### src/rtl/instr_fetch_pkg.sv
// Shared constants and types for the instruction fetch block.
//   ROM_ADDR_W : width of the byte address driven to the instruction ROM
//   INSTR_W    : instruction word width
//   PC_STEP    : sequential pc increment
//   ROM_LIMIT  : first byte address outside the ROM window
//   fetch_state_e : fetch FSM states (RUN may issue, FAULT never issues)
package instr_fetch_pkg;

  localparam int          ROM_ADDR_W = 16;
  localparam int          INSTR_W    = 32;
  localparam logic [31:0] PC_STEP    = 32'd4;
  localparam logic [31:0] ROM_LIMIT  = 32'h0001_0000;

  typedef enum logic {
    ST_RUN   = 1'b0,
    ST_FAULT = 1'b1
  } fetch_state_e;

  // A fetch address is usable only if word aligned and inside the ROM window.
  function automatic logic pc_legal(input logic [31:0] pc);
    return (pc[1:0] == 2'b00) && (pc[31:ROM_ADDR_W] == '0);
  endfunction

endpackage

### src/rtl/fetch_queue.sv
// Small FIFO holding fetched {instr, pc} records on the decode side.
//   clk, rst     : clock, synchronous active-high reset
//   push_i       : write push_data_i at the tail
//   pop_i        : drop the head (caller only pops when not empty)
//   flush_i      : empty the queue; wins over push/pop in the same cycle
//   head_o       : head record, stable until popped or flushed
//   empty_o      : queue holds no records
//   count_o      : number of records held (0..DEPTH)
// DEPTH must be a power of two so the pointers wrap naturally.
module fetch_queue #(
  parameter int DEPTH = 4,
  parameter int WIDTH = 64
) (
  input  logic                     clk,
  input  logic                     rst,
  input  logic                     push_i,
  input  logic [WIDTH-1:0]         push_data_i,
  input  logic                     pop_i,
  input  logic                     flush_i,
  output logic [WIDTH-1:0]         head_o,
  output logic                     empty_o,
  output logic [$clog2(DEPTH):0]   count_o
);

  localparam int PTR_W = $clog2(DEPTH);
  localparam int CNT_W = PTR_W + 1;

  logic [WIDTH-1:0] mem_q [DEPTH];
  logic [WIDTH-1:0] mem_d [DEPTH];
  logic [PTR_W-1:0] rd_ptr_q, rd_ptr_d;
  logic [PTR_W-1:0] wr_ptr_q, wr_ptr_d;
  logic [CNT_W-1:0] count_q, count_d;

  always_comb begin
    mem_d    = mem_q;
    rd_ptr_d = rd_ptr_q;
    wr_ptr_d = wr_ptr_q;
    count_d  = count_q;
    if (flush_i) begin
      rd_ptr_d = '0;
      wr_ptr_d = '0;
      count_d  = '0;
    end else begin
      if (push_i) begin
        mem_d[wr_ptr_q] = push_data_i;
        wr_ptr_d        = wr_ptr_q + PTR_W'(1);
      end
      if (pop_i) begin
        rd_ptr_d = rd_ptr_q + PTR_W'(1);
      end
      case ({push_i, pop_i})
        2'b10:   count_d = count_q + CNT_W'(1);
        2'b01:   count_d = count_q - CNT_W'(1);
        default: count_d = count_q;
      endcase
    end
  end

  always_ff @(posedge clk) begin
    if (rst) begin
      rd_ptr_q <= '0;
      wr_ptr_q <= '0;
      count_q  <= '0;
    end else begin
      rd_ptr_q <= rd_ptr_d;
      wr_ptr_q <= wr_ptr_d;
      count_q  <= count_d;
    end
  end

  // Storage needs no reset: nothing is read until the count says it was written.
  always_ff @(posedge clk) begin
    mem_q <= mem_d;
  end

  assign head_o  = mem_q[rd_ptr_q];
  assign empty_o = (count_q == '0);
  assign count_o = count_q;

endmodule

### src/rtl/instr_fetch.sv
// Instruction fetch front end: issues sequential ROM reads, queues the
// returned words for decode, handles redirects and halts on bad addresses.
//   clk, rst           : clock, synchronous active-high reset
//   rom_addr_o         : byte address to ROM (pc[15:0])
//   rom_addr_valid_o   : request strobe; ROM answers exactly one cycle later
//   rom_instr_i        : ROM read data
//   rom_instr_valid_i  : ROM data valid
//   redirect_i         : branch/jump redirect strobe
//   redirect_pc_i      : redirect target
//   fetch_instr_o      : queue head instruction
//   fetch_pc_o         : queue head address
//   fetch_valid_o      : queue head valid
//   fetch_ready_i      : decode takes the head
//   fault_o            : fetch halted on a bad address
//   fault_pc_o         : offending address while fault_o=1
//   dbg_state_o        : current FSM state (0=RUN, 1=FAULT)
// Handshake: the head transfers on any cycle where fetch_valid_o and
// fetch_ready_i are both 1; while valid and not ready the head holds steady
// and fetch_valid_o does not drop except on redirect or reset.
module instr_fetch
  import instr_fetch_pkg::*;
#(
  parameter logic [31:0] RESET_PC    = 32'h0000_0000,
  parameter int          QUEUE_DEPTH = 4
) (
  input  logic                  clk,
  input  logic                  rst,
  output logic [ROM_ADDR_W-1:0] rom_addr_o,
  output logic                  rom_addr_valid_o,
  input  logic [INSTR_W-1:0]    rom_instr_i,
  input  logic                  rom_instr_valid_i,
  input  logic                  redirect_i,
  input  logic [31:0]           redirect_pc_i,
  output logic [INSTR_W-1:0]    fetch_instr_o,
  output logic [31:0]           fetch_pc_o,
  output logic                  fetch_valid_o,
  input  logic                  fetch_ready_i,
  output logic                  fault_o,
  output logic [31:0]           fault_pc_o,
  output logic                  dbg_state_o
);

  localparam int                CNT_W   = $clog2(QUEUE_DEPTH) + 1;
  localparam logic [CNT_W-1:0]  DEPTH_C = CNT_W'(QUEUE_DEPTH);
  localparam int                REC_W   = INSTR_W + 32;

  fetch_state_e     state_q, state_d;
  logic [31:0]      pc_q, pc_d;
  logic [31:0]      req_pc_q, req_pc_d;
  logic [31:0]      fault_pc_q, fault_pc_d;
  logic             inflight_q, inflight_d;
  logic             stale_q, stale_d;

  logic             issue;
  logic             push;
  logic             pop;
  logic             flush;
  logic             q_empty;
  logic [CNT_W-1:0] q_count;
  logic [CNT_W-1:0] occupancy;
  logic [REC_W-1:0] q_head;
  logic [31:0]      pc_next;

  // Credit check counts the outstanding response as an occupied slot, so a
  // response can never land in a full queue. Pops in this cycle are not
  // credited, which keeps the issue decision independent of fetch_ready_i.
  assign occupancy = q_count + CNT_W'(inflight_q);
  assign issue     = !rst && (state_q == ST_RUN) && !redirect_i && (occupancy < DEPTH_C);
  assign flush     = rst || redirect_i;
  // A response belonging to a request issued before a redirect/reset is dropped.
  assign push      = rom_instr_valid_i && inflight_q && !stale_q && !flush;
  assign pop       = fetch_valid_o && fetch_ready_i;
  assign pc_next   = pc_q + PC_STEP;

  always_comb begin
    state_d    = state_q;
    pc_d       = pc_q;
    req_pc_d   = req_pc_q;
    fault_pc_d = fault_pc_q;
    inflight_d = issue;
    stale_d    = redirect_i;
    if (redirect_i) begin
      pc_d = redirect_pc_i;
      if (pc_legal(redirect_pc_i)) begin
        state_d    = ST_RUN;
        fault_pc_d = '0;
      end else begin
        state_d    = ST_FAULT;
        fault_pc_d = redirect_pc_i;
      end
    end else if (issue) begin
      pc_d     = pc_next;
      req_pc_d = pc_q;
      // Falling off the end of the ROM halts further issue; the response for
      // the last word is still in flight and is accepted normally.
      if (pc_next == ROM_LIMIT) begin
        state_d    = ST_FAULT;
        fault_pc_d = pc_next;
      end
    end
  end

  always_ff @(posedge clk) begin
    if (rst) begin
      state_q    <= ST_RUN;
      pc_q       <= RESET_PC;
      req_pc_q   <= '0;
      fault_pc_q <= '0;
      inflight_q <= 1'b0;
      stale_q    <= 1'b0;
    end else begin
      state_q    <= state_d;
      pc_q       <= pc_d;
      req_pc_q   <= req_pc_d;
      fault_pc_q <= fault_pc_d;
      inflight_q <= inflight_d;
      stale_q    <= stale_d;
    end
  end

  fetch_queue #(
    .DEPTH (QUEUE_DEPTH),
    .WIDTH (REC_W)
  ) u_queue (
    .clk         (clk),
    .rst         (rst),
    .push_i      (push),
    .push_data_i ({rom_instr_i, req_pc_q}),
    .pop_i       (pop),
    .flush_i     (flush),
    .head_o      (q_head),
    .empty_o     (q_empty),
    .count_o     (q_count)
  );

  assign rom_addr_o       = pc_q[ROM_ADDR_W-1:0];
  assign rom_addr_valid_o = issue;
  assign fetch_valid_o    = !q_empty && !rst;
  assign fetch_instr_o    = q_head[REC_W-1:32];
  assign fetch_pc_o       = q_head[31:0];
  assign fault_o          = (state_q == ST_FAULT);
  assign fault_pc_o       = fault_pc_q;
  assign dbg_state_o      = (state_q == ST_FAULT);

endmodule

### config.mk
export PLATFORM = sky130hd
export DESIGN_NAME = instr_fetch
export DESIGN_NICKNAME = d
export VERILOG_FILES = /design/src/rtl/instr_fetch_pkg.sv /design/src/rtl/fetch_queue.sv /design/src/rtl/instr_fetch.sv
export SDC_FILE = /design/constraint.sdc
export NUM_CORES = 1
export LEC_CHECK = 0
export BUFFER_PORTS_ARGS = -buffer_cell sky130_fd_sc_hd__buf_2
export CAP_MARGIN = 10
export CORE_MARGIN = 3
export CORE_UTILIZATION = 50
export DETAILED_ROUTE_END_ITERATION = 7
export GPL_TIMING_DRIVEN = 0
export PLACE_DENSITY = 0.7
export RECOVER_POWER = 100
export SYNTH_ARGS = -nofsm -noshare
export SYNTH_HDL_FRONTEND = slang
export SYNTH_HIERARCHICAL = 1
export SYNTH_SLANG_ARGS = --single-unit
### constraint.sdc
create_clock -name clk -period 8 [get_ports clk]
set_input_delay 0.4 -clock clk [delete_from_list [all_inputs] [get_ports clk]]
set_output_delay 0.4 -clock clk [all_outputs]
set_load 0.05 [all_outputs]
Yosys cells after proc, flatten, opt, wreduce, memory -nomap -nowiden
Index checks and enable logic that the tools add are counted.

operators by class
  bitwise logic cells = 5
  magnitude comparators = 4
  muxes and demuxes = 17
  reduce and logical (&&, ||, !) cells = 26
  add/sub/neg operators = 6
  equal/unequal tests = 3

operators with widths
  operator                                                   number
  bitwise mux 256 bit                                        1
  two-way mux 32 bit                                         6
  two-way mux 64 bit                                         3
  binary-select mux 64 bit (select 2 bit)                    1
  demux 64 bit (select 2 bit)                                1
  adder 32 x 3 -> 32 bit (second input constant)             1
  == test 32 x 17 -> 1 bit (second input constant)           1
  logical NOT 16 bit                                         1
  logical AND 1 bit                                          10
  greater-or-equal comparator 3 bit (second input constant)  2
  NOT 2 -> 3 bit                                             2
  one-hot mux 3 bit (2 select lines)                         1
  AND reduction 2 bit                                        3
  nonzero test 2 bit                                         3
  logical NOT 1 bit                                          5
  adder 2 x 1 -> 2 bit (second input constant)               2
  two-way mux 1 bit                                          4
  adder 3 x 1 -> 3 bit                                       1
  adder 3 x 1 -> 3 bit (second input constant)               1
  logical NOT 3 bit                                          1
  < comparator 3 x 1 -> 1 bit (second input constant)        1
  < comparator 3 bit (second input constant)                 1
  NOT 1 bit                                                  3
  subtractor 3 x 1 -> 3 bit (second input constant)          1
  other kinds (5)                                            5

storage, ports and cells
  bits in registers = 362
  output and inout port bits = 116
  input bits = 69

Depth between registers and ports, before layout
Gate-level depths: netlist (run 1).

  depth in word-level cells = 6
  mapped depth = 13
  mapped depth without buffers = 9

Cells and area by module
Netlist (run 1), hierarchy kept.

modules (own cells, without submodules)
  module       cells each  times used  area each (µm²)  sequential area each (µm²)
  fetch_queue  379         1           9628.0           7827.5
  instr_fetch  589         1           4855.9           1981.9

Least setup slack after synthesis (run 1)
OpenSTA, ideal clock, no wires.

  kind = input-to-reg
  start point = input port rst
  end point = register u_queue/mem_q[0] (netlist bit), enable pin
  stages on the path = 7
  arrival = 3058 ps
  data required time = 7571 ps
  buffers on the path = 2
  setup slack = 4513 ps
  path through = buf_2 -> or2_1 -> clkbuf_1 -> nor3_1 -> inv_1 -> nor2_1 -> and2_1

between the ends
  cells in the longest elaborated chain, start to end = 4
  elaborated cells between the ends (all ways) = 5
  classes of those cells = bitwise: 1; reduce/logical: 4

ends and longest elaborated chain
  what                           RTL line           source
  from (decl)                    instr_fetch.sv:27  input logic rst,
  logical OR 1 bit               instr_fetch.sv:69  assign flush = rst || redirect_i;
  net flush                      instr_fetch.sv:57  logic flush;
  logical NOT 1 bit              instr_fetch.sv:71  assign push = rom_instr_valid_i && inflight_q && !stale_q && !flush;
  logical AND 1 bit              instr_fetch.sv:71
  net push                       instr_fetch.sv:55  logic push;
  AND reduction 2 bit (no line)  --
  to (signal assigned)           fetch_queue.sv:73  mem_q <= mem_d;
  to (decl)                      fetch_queue.sv:28  logic [WIDTH-1:0] mem_q [DEPTH];

The timed path passes the listed nets, and every way through them passes these cells.
A chain may end at the register's enable or synchronous reset.

Worst setup path after layout (run 1)
  start point = input port rst
  end point = register u_queue/mem_q[16] (netlist bit), enable pin

The elaborated chain is that of the path after synthesis.

==> results of run 1 <==
## power by group
group          internal (mW)  switching [mW]
Sequential              2.02          0.0213
Clock                  0.926           0.666
Combinational         0.0619           0.160
## worst max-delay path, delay by kind of cell
kind	cells	cell delay, ps
AND/OR/NAND/NOR	4	1710
buffers and inverters	5	3200
## routing by layer
layer | wire [um] | GRT usage [%] | vias to the layer above
li1 | - | - | 4142
met1 | 14290 | 29.54 | 4378
met2 | 15180 | 33.55 | 365
met3 | 2590 | 4.516 | 67
met4 | 1166 | 7.588 | 0
met5 | 0 | 0 | -
## kinds of logic after synthesis
logic type / count (synthesis) / share of synthesized area [%]
fa+ha+maj: 7 / 0.6565
buf+inv: 93 / 3.516
xor+xnor: 38 / 2.298
mux: 78 / 10.92
compound gates: 132 / 6.384
flops: 362 / 67.73
simple gates: 258 / 8.500
## worst paths after layout
path	start	endpoint	depth (start not counted)
setup reg to reg	inflight_q	u_queue/mem_q[16]	6
hold / removal	redirect_pc_i[4]	fault_pc_o[4]	2
hold reg to reg	fault_pc_o[29]	fault_pc_o[29]	1
setup / recovery	rst	u_queue/mem_q[16]	9
## area by class of cell
cell class,count,share of cell area (%)
clock buffers,51,6.089
clock inverters,16,0.6650
plain buffers,81,2.376
repair buffers,189,4.573
well taps,378,2.824
inverters,12,0.2690
diodes,1,0.01494
multi-input cells,513,24.61
flip-flops and latches,362,58.58
## cell usage after synthesis, drive strengths merged (11+ instances only)
| cell | instances |
|---|---|
| a22o | 25 |
| nor2 | 64 |
| mux2i | 14 |
| inv | 11 |
| xor2 | 19 |
| nor3 | 11 |
| mux4 | 64 |
| nand3 | 15 |
| clkbuf | 31 |
| nand4 | 22 |
| edfxtp | 256 |
| a211oi | 11 |
| a21oi | 55 |
| xnor2 | 19 |
| dfxtp | 106 |
| buf | 50 |
| nand2 | 99 |
## state kept, by name, indices dropped and copies added, names as in the netlist
name              flops
fault_pc_o           32
u_queue/count_o       3
u_queue/mem_q       256
pc_q                 32
stale_q               1
u_queue/rd_ptr_q      2
dbg_state_o           1
req_pc_q             32
u_queue/wr_ptr_q      2
inflight_q            1
## metrics by stage
step / power, mW / cells / cell area (sq um) / hold WS, ps
floorplan: 2.226 / 968 / 14480 / 460.0
global placement: 2.306 / 1530 / 15880 / 455.8
detailed placement: 2.310 / 1534 / 16000 / 457.7
CTS: 3.895 / 1601 / 17130 / 81.86
global route: 3.990 / 1603 / 16750 / 111.7
finish: 3.856 / 1603 / 16750 / 122.1
==> results.toml, run 1 <==
[outcome]
status = "finished, violations left"
violations = "capacitance limit, slew limit"

[final_layout]
seq_area_sq_um = 9809
final_nets = 1272
multi_input_comb_area_sq_um = 4121
postLayoutCoreUtil_pct = 59.46
final_cell_mix = "256 x edfxtp_1, 205 x clkbuf_1, 106 x dfxtp_1"
area_growth_pct = 15.62
drive_gt1_share_pct = 16.83
fillCellCount = 2249
layout_commonest_cell = "edfxtp_1"

[drt]
via_per_inst = 5.585
finalWirelength_mm = 33.22
dr.pass1.iters = 5
ant_nets = 0
vias = 8952
drtIter0Drc = 811
drc = 0
wl_per_cell_um = 20.72

[clocking]
clk_pin_slew_ps = 60
root_buffer = "clkbuf_16"
htreeDepth = 2
cts_hold_buf = 0
clock_latency_ps = 510
clkSinkCount = 362
post_cts_resized = 0
cts_buffer_depth = 3
cts_buffers = 37
cts_setup_buffers = 0
cts_tree = "built"

[yosys]
synth_nets = 1044
yosys.cell_types.count = 64
syn_inst = 968
synth_ff_type = "edfxtp_1"
yosys_warnings = 6
synth.area.top_cells = "edfxtp_1 53%, dfxtp_1 15%, mux4_2 10%, nand2_1 2.6%, a21oi_1 1.9%"
syn_avg_cell_area_sq_um = 14.96
yosys_register_bits = 362
async_reset_ff_share_pct = 0
synth_edf_count = 256
synthesis.area_sq_um = 14480
ys_seq_area_share_pct = 67.73
yosys.area.top_type = "edfxtp_1"
synth_top_area_share_pct = 53.08

[global_routing]
overflow = 0
grt_first_pass_wirelength_mm = 50.67
grt_max_degree = 59
grt_pass1_vias = 9025
antenna_found_initial = 1
grt_usage_pct = 21.26

[critical_path]
crit_path_frequent_cell = "clkbuf_1"
cp_slowest_cell = "clkbuf_1"
crit_path_end_kind = "flop"
worstSetupStartpointType = "primary input"
cp.required_ps = 8020
reg2reg_slack_ps = 2910
max_stage_delay_ps = 2610
arrival_ps = 5420
crit_type = "primary input to flop"
cp_cell_sequence = "buf_2 > clkbuf_1 > or2_1 > clkbuf_1 > nor3_1 > inv_1 > nor2_1 > and2_0 > clkbuf_1"
path_max_fanout = 54

[pwr]
leakage_nw = 5.698
powerDensity_nw_per_um2 = 230.3
vdd_drop_max_mv = 0.1119

[floorplan]
start_util_pct = 51.43
die_w_um = 176.2
die_area_sq_um = 31050
pin_count = 185
placementRows = 61
core-area_sq_um = 28160
die_h_um = 176.2

[timing]
slew_headroom_pct = -153.8
worstMarginPinSlew_ps = 3808
tns_ps = 0
rsz0062_at_grt = "no"
fin_crit_sh_pct = 67.41
layout_setup_ws_ps = 2607
hold_viol = 0
period_needed_ps = 5393
skew_ps = 17.51
finalSetupViolations = 0
drv_slew = 223
fmaxAchievable_ghz = 0.1854

[min_path]
hold_class = "primary input to flop"

[place]
post-place-ws_ps = 4356
place_congestion = 0.9300
io_buffers = 184
dp_hpwl_mm = 22.80

[flow_run]
drv_cap = 4
(Power assumes the default switching activity.)
==> run 2, diff against run 1 <==
PLACE_DENSITY = 0.73   (was 0.7)
clock period = 4.72 ns   (was 8 ns; I/O delays follow)
==> run 2 against run 1 <==
  * The run still ends with capacitance limit, slew limit left
  * Critical path depth grew 1
  * Cell count grew 3.1%
  * Core utilization grew 2.5 points
  * Largest cell class unchanged
  * Largest power group unchanged
==> results.toml, run 2 (same netlist as run 1, synthesis figures left out) <==
[outcome]
status = "finished, violations left"
violations = "capacitance limit, slew limit"

[final_layout]
final_area_sq_um = 17450
layout_commonest_cell = "edfxtp_1"
postLayoutCoreUtil_pct = 61.97
fillCellCount = 2136
drive_gt1_share_pct = 17.11
final_nets = 1321
area_growth_pct = 20.50
insertedDiodeCount = 0
largest_reg_flops = 256
multi_input_comb_area_sq_um = 4134
top_register = "u_queue/mem_q"
seq_area_sq_um = 9809
final_cell_mix = "256 x edfxtp_1, 201 x clkbuf_1, 106 x dfxtp_1"

[floorplan]
placementRows = 61
core-area_sq_um = 28160
die_w_um = 176.2
die_area_sq_um = 31050
die_h_um = 176.2
pin_count = 185
start_util_pct = 51.43

[global_routing]
antenna_found_initial = 0
grt_max_degree = 57
grt_usage_pct = 22.13
overflow = 0
grt_first_pass_wirelength_mm = 52.72
grt_pass1_vias = 9248

[place]
dpl_cell_area_sq_um = 16000
io_buffers = 184
dp_hpwl_mm = 22.98
place_congestion = 0.9362

[clocking]
cts_buffer_depth = 3
cts_tree = "built"
clk_pin_slew_ps = 60
root_buffer = "clkbuf_16"
cts_setup_buffers = 0
clock_latency_ps = 510
htreeDepth = 2
cts_buffers = 38
clkSinkCount = 362

[timing]
slew_headroom_pct = -19.88
drv_slew = 182
rsz0062_at_grt = "no"
period_needed_ps = 4054
skew_ps = 12.93
fin_crit_sh_pct = 85.88
finalSetupViolations = 0
worstMarginPinSlew_ps = 1798
hold_viol = 0
fmaxAchievable_ghz = 0.2467

[pwr]
powerDensity_nw_per_um2 = 397.6
total_power_mw = 6.939
vdd_drop_max_mv = 0.2168
leakage_nw = 6.011

[min_path]
hold_class = "primary input to flop"

[drt]
wl_per_cell_um = 21.02
drtIter0Drc = 863
finalWirelength_mm = 34.72
drc = 0
ant_nets = 0
vias = 9367
via_per_inst = 5.670
dr.pass1.iters = 5

[critical_path]
cp.required_ps = 5120
arrival_ps = 4450
path_max_fanout = 10
worstSetupStartpointType = "flop"
crit_path_end_kind = "flop"
crit_type = "flop to flop"
reg2reg_slack_ps = 670

[flow_run]
drv_cap = 4
## run 2: per-layer routing
metal / up-vias / global-route usage (%) / share of wire (%)
li1: 4240 / - / -
met1: 4628 / 30.42 / 42
met2: 421 / 35.77 / 48
met3: 78 / 4.022 / 7.2
met4: 0 / 7.918 / 3.6
met5: - / 0 / 0
## run 2: final cells by class
cell class	instances	area share, %
Sequential cell	362	56.20
Inverter	12	0.2581
Tap cell	378	2.710
Clock inverter	13	1.255
Clock buffer	56	6.187
Multi-Input combinational cell	513	23.69
Buffer	81	2.409
Timing Repair Buffer	237	7.291
## run 2: worst max-delay path, stage by stage (launching register included)
cell,delay [ps]
dfxtp_1,540
ha_1,370
nand3_1,290
or3_1,500
or4_1,570
a2111oi_0,420
and4_1,280
buf_6,120
a31oi_2,310
buf_6,290
a22o_1,240
## run 2: repair_timing
item	in CTS	in global routing
resized for setup	0	0
hold buffers	48	0
endpoints found under the hold margin	154	0
## run 2: report_power, final
group	leakage, nW	switching, mW	internal [mW]
Sequential	3.41	0.0363	3.43
Clock	0.636	1.15	1.92
Combinational	1.97	0.279	0.132
## run 2: through the flow
step                      worst slack (ps)  TNS (ps)  std cells  hold WS [ps]
after floorplan                       1397         0        968         334.9
after detailed placement              1192         0       1534         455.5
after global routing                 518.8         0       1652         5.332
after CTS                             1153         0       1651         6.660
after global placement              -100.9    -19080       1530         450.5
final                                666.4         0       1652         25.31
## run 2: path summary, 6_finish.rpt
check              endpoint  cells after the start              start
min          fault_pc_o[31]                      2  redirect_pc_i[31]
max reg2reg   fault_pc_o[8]                     10            pc_q[3]
min reg2reg  fault_pc_o[24]                      1     fault_pc_o[24]
max           fault_pc_o[8]                     10            pc_q[3]
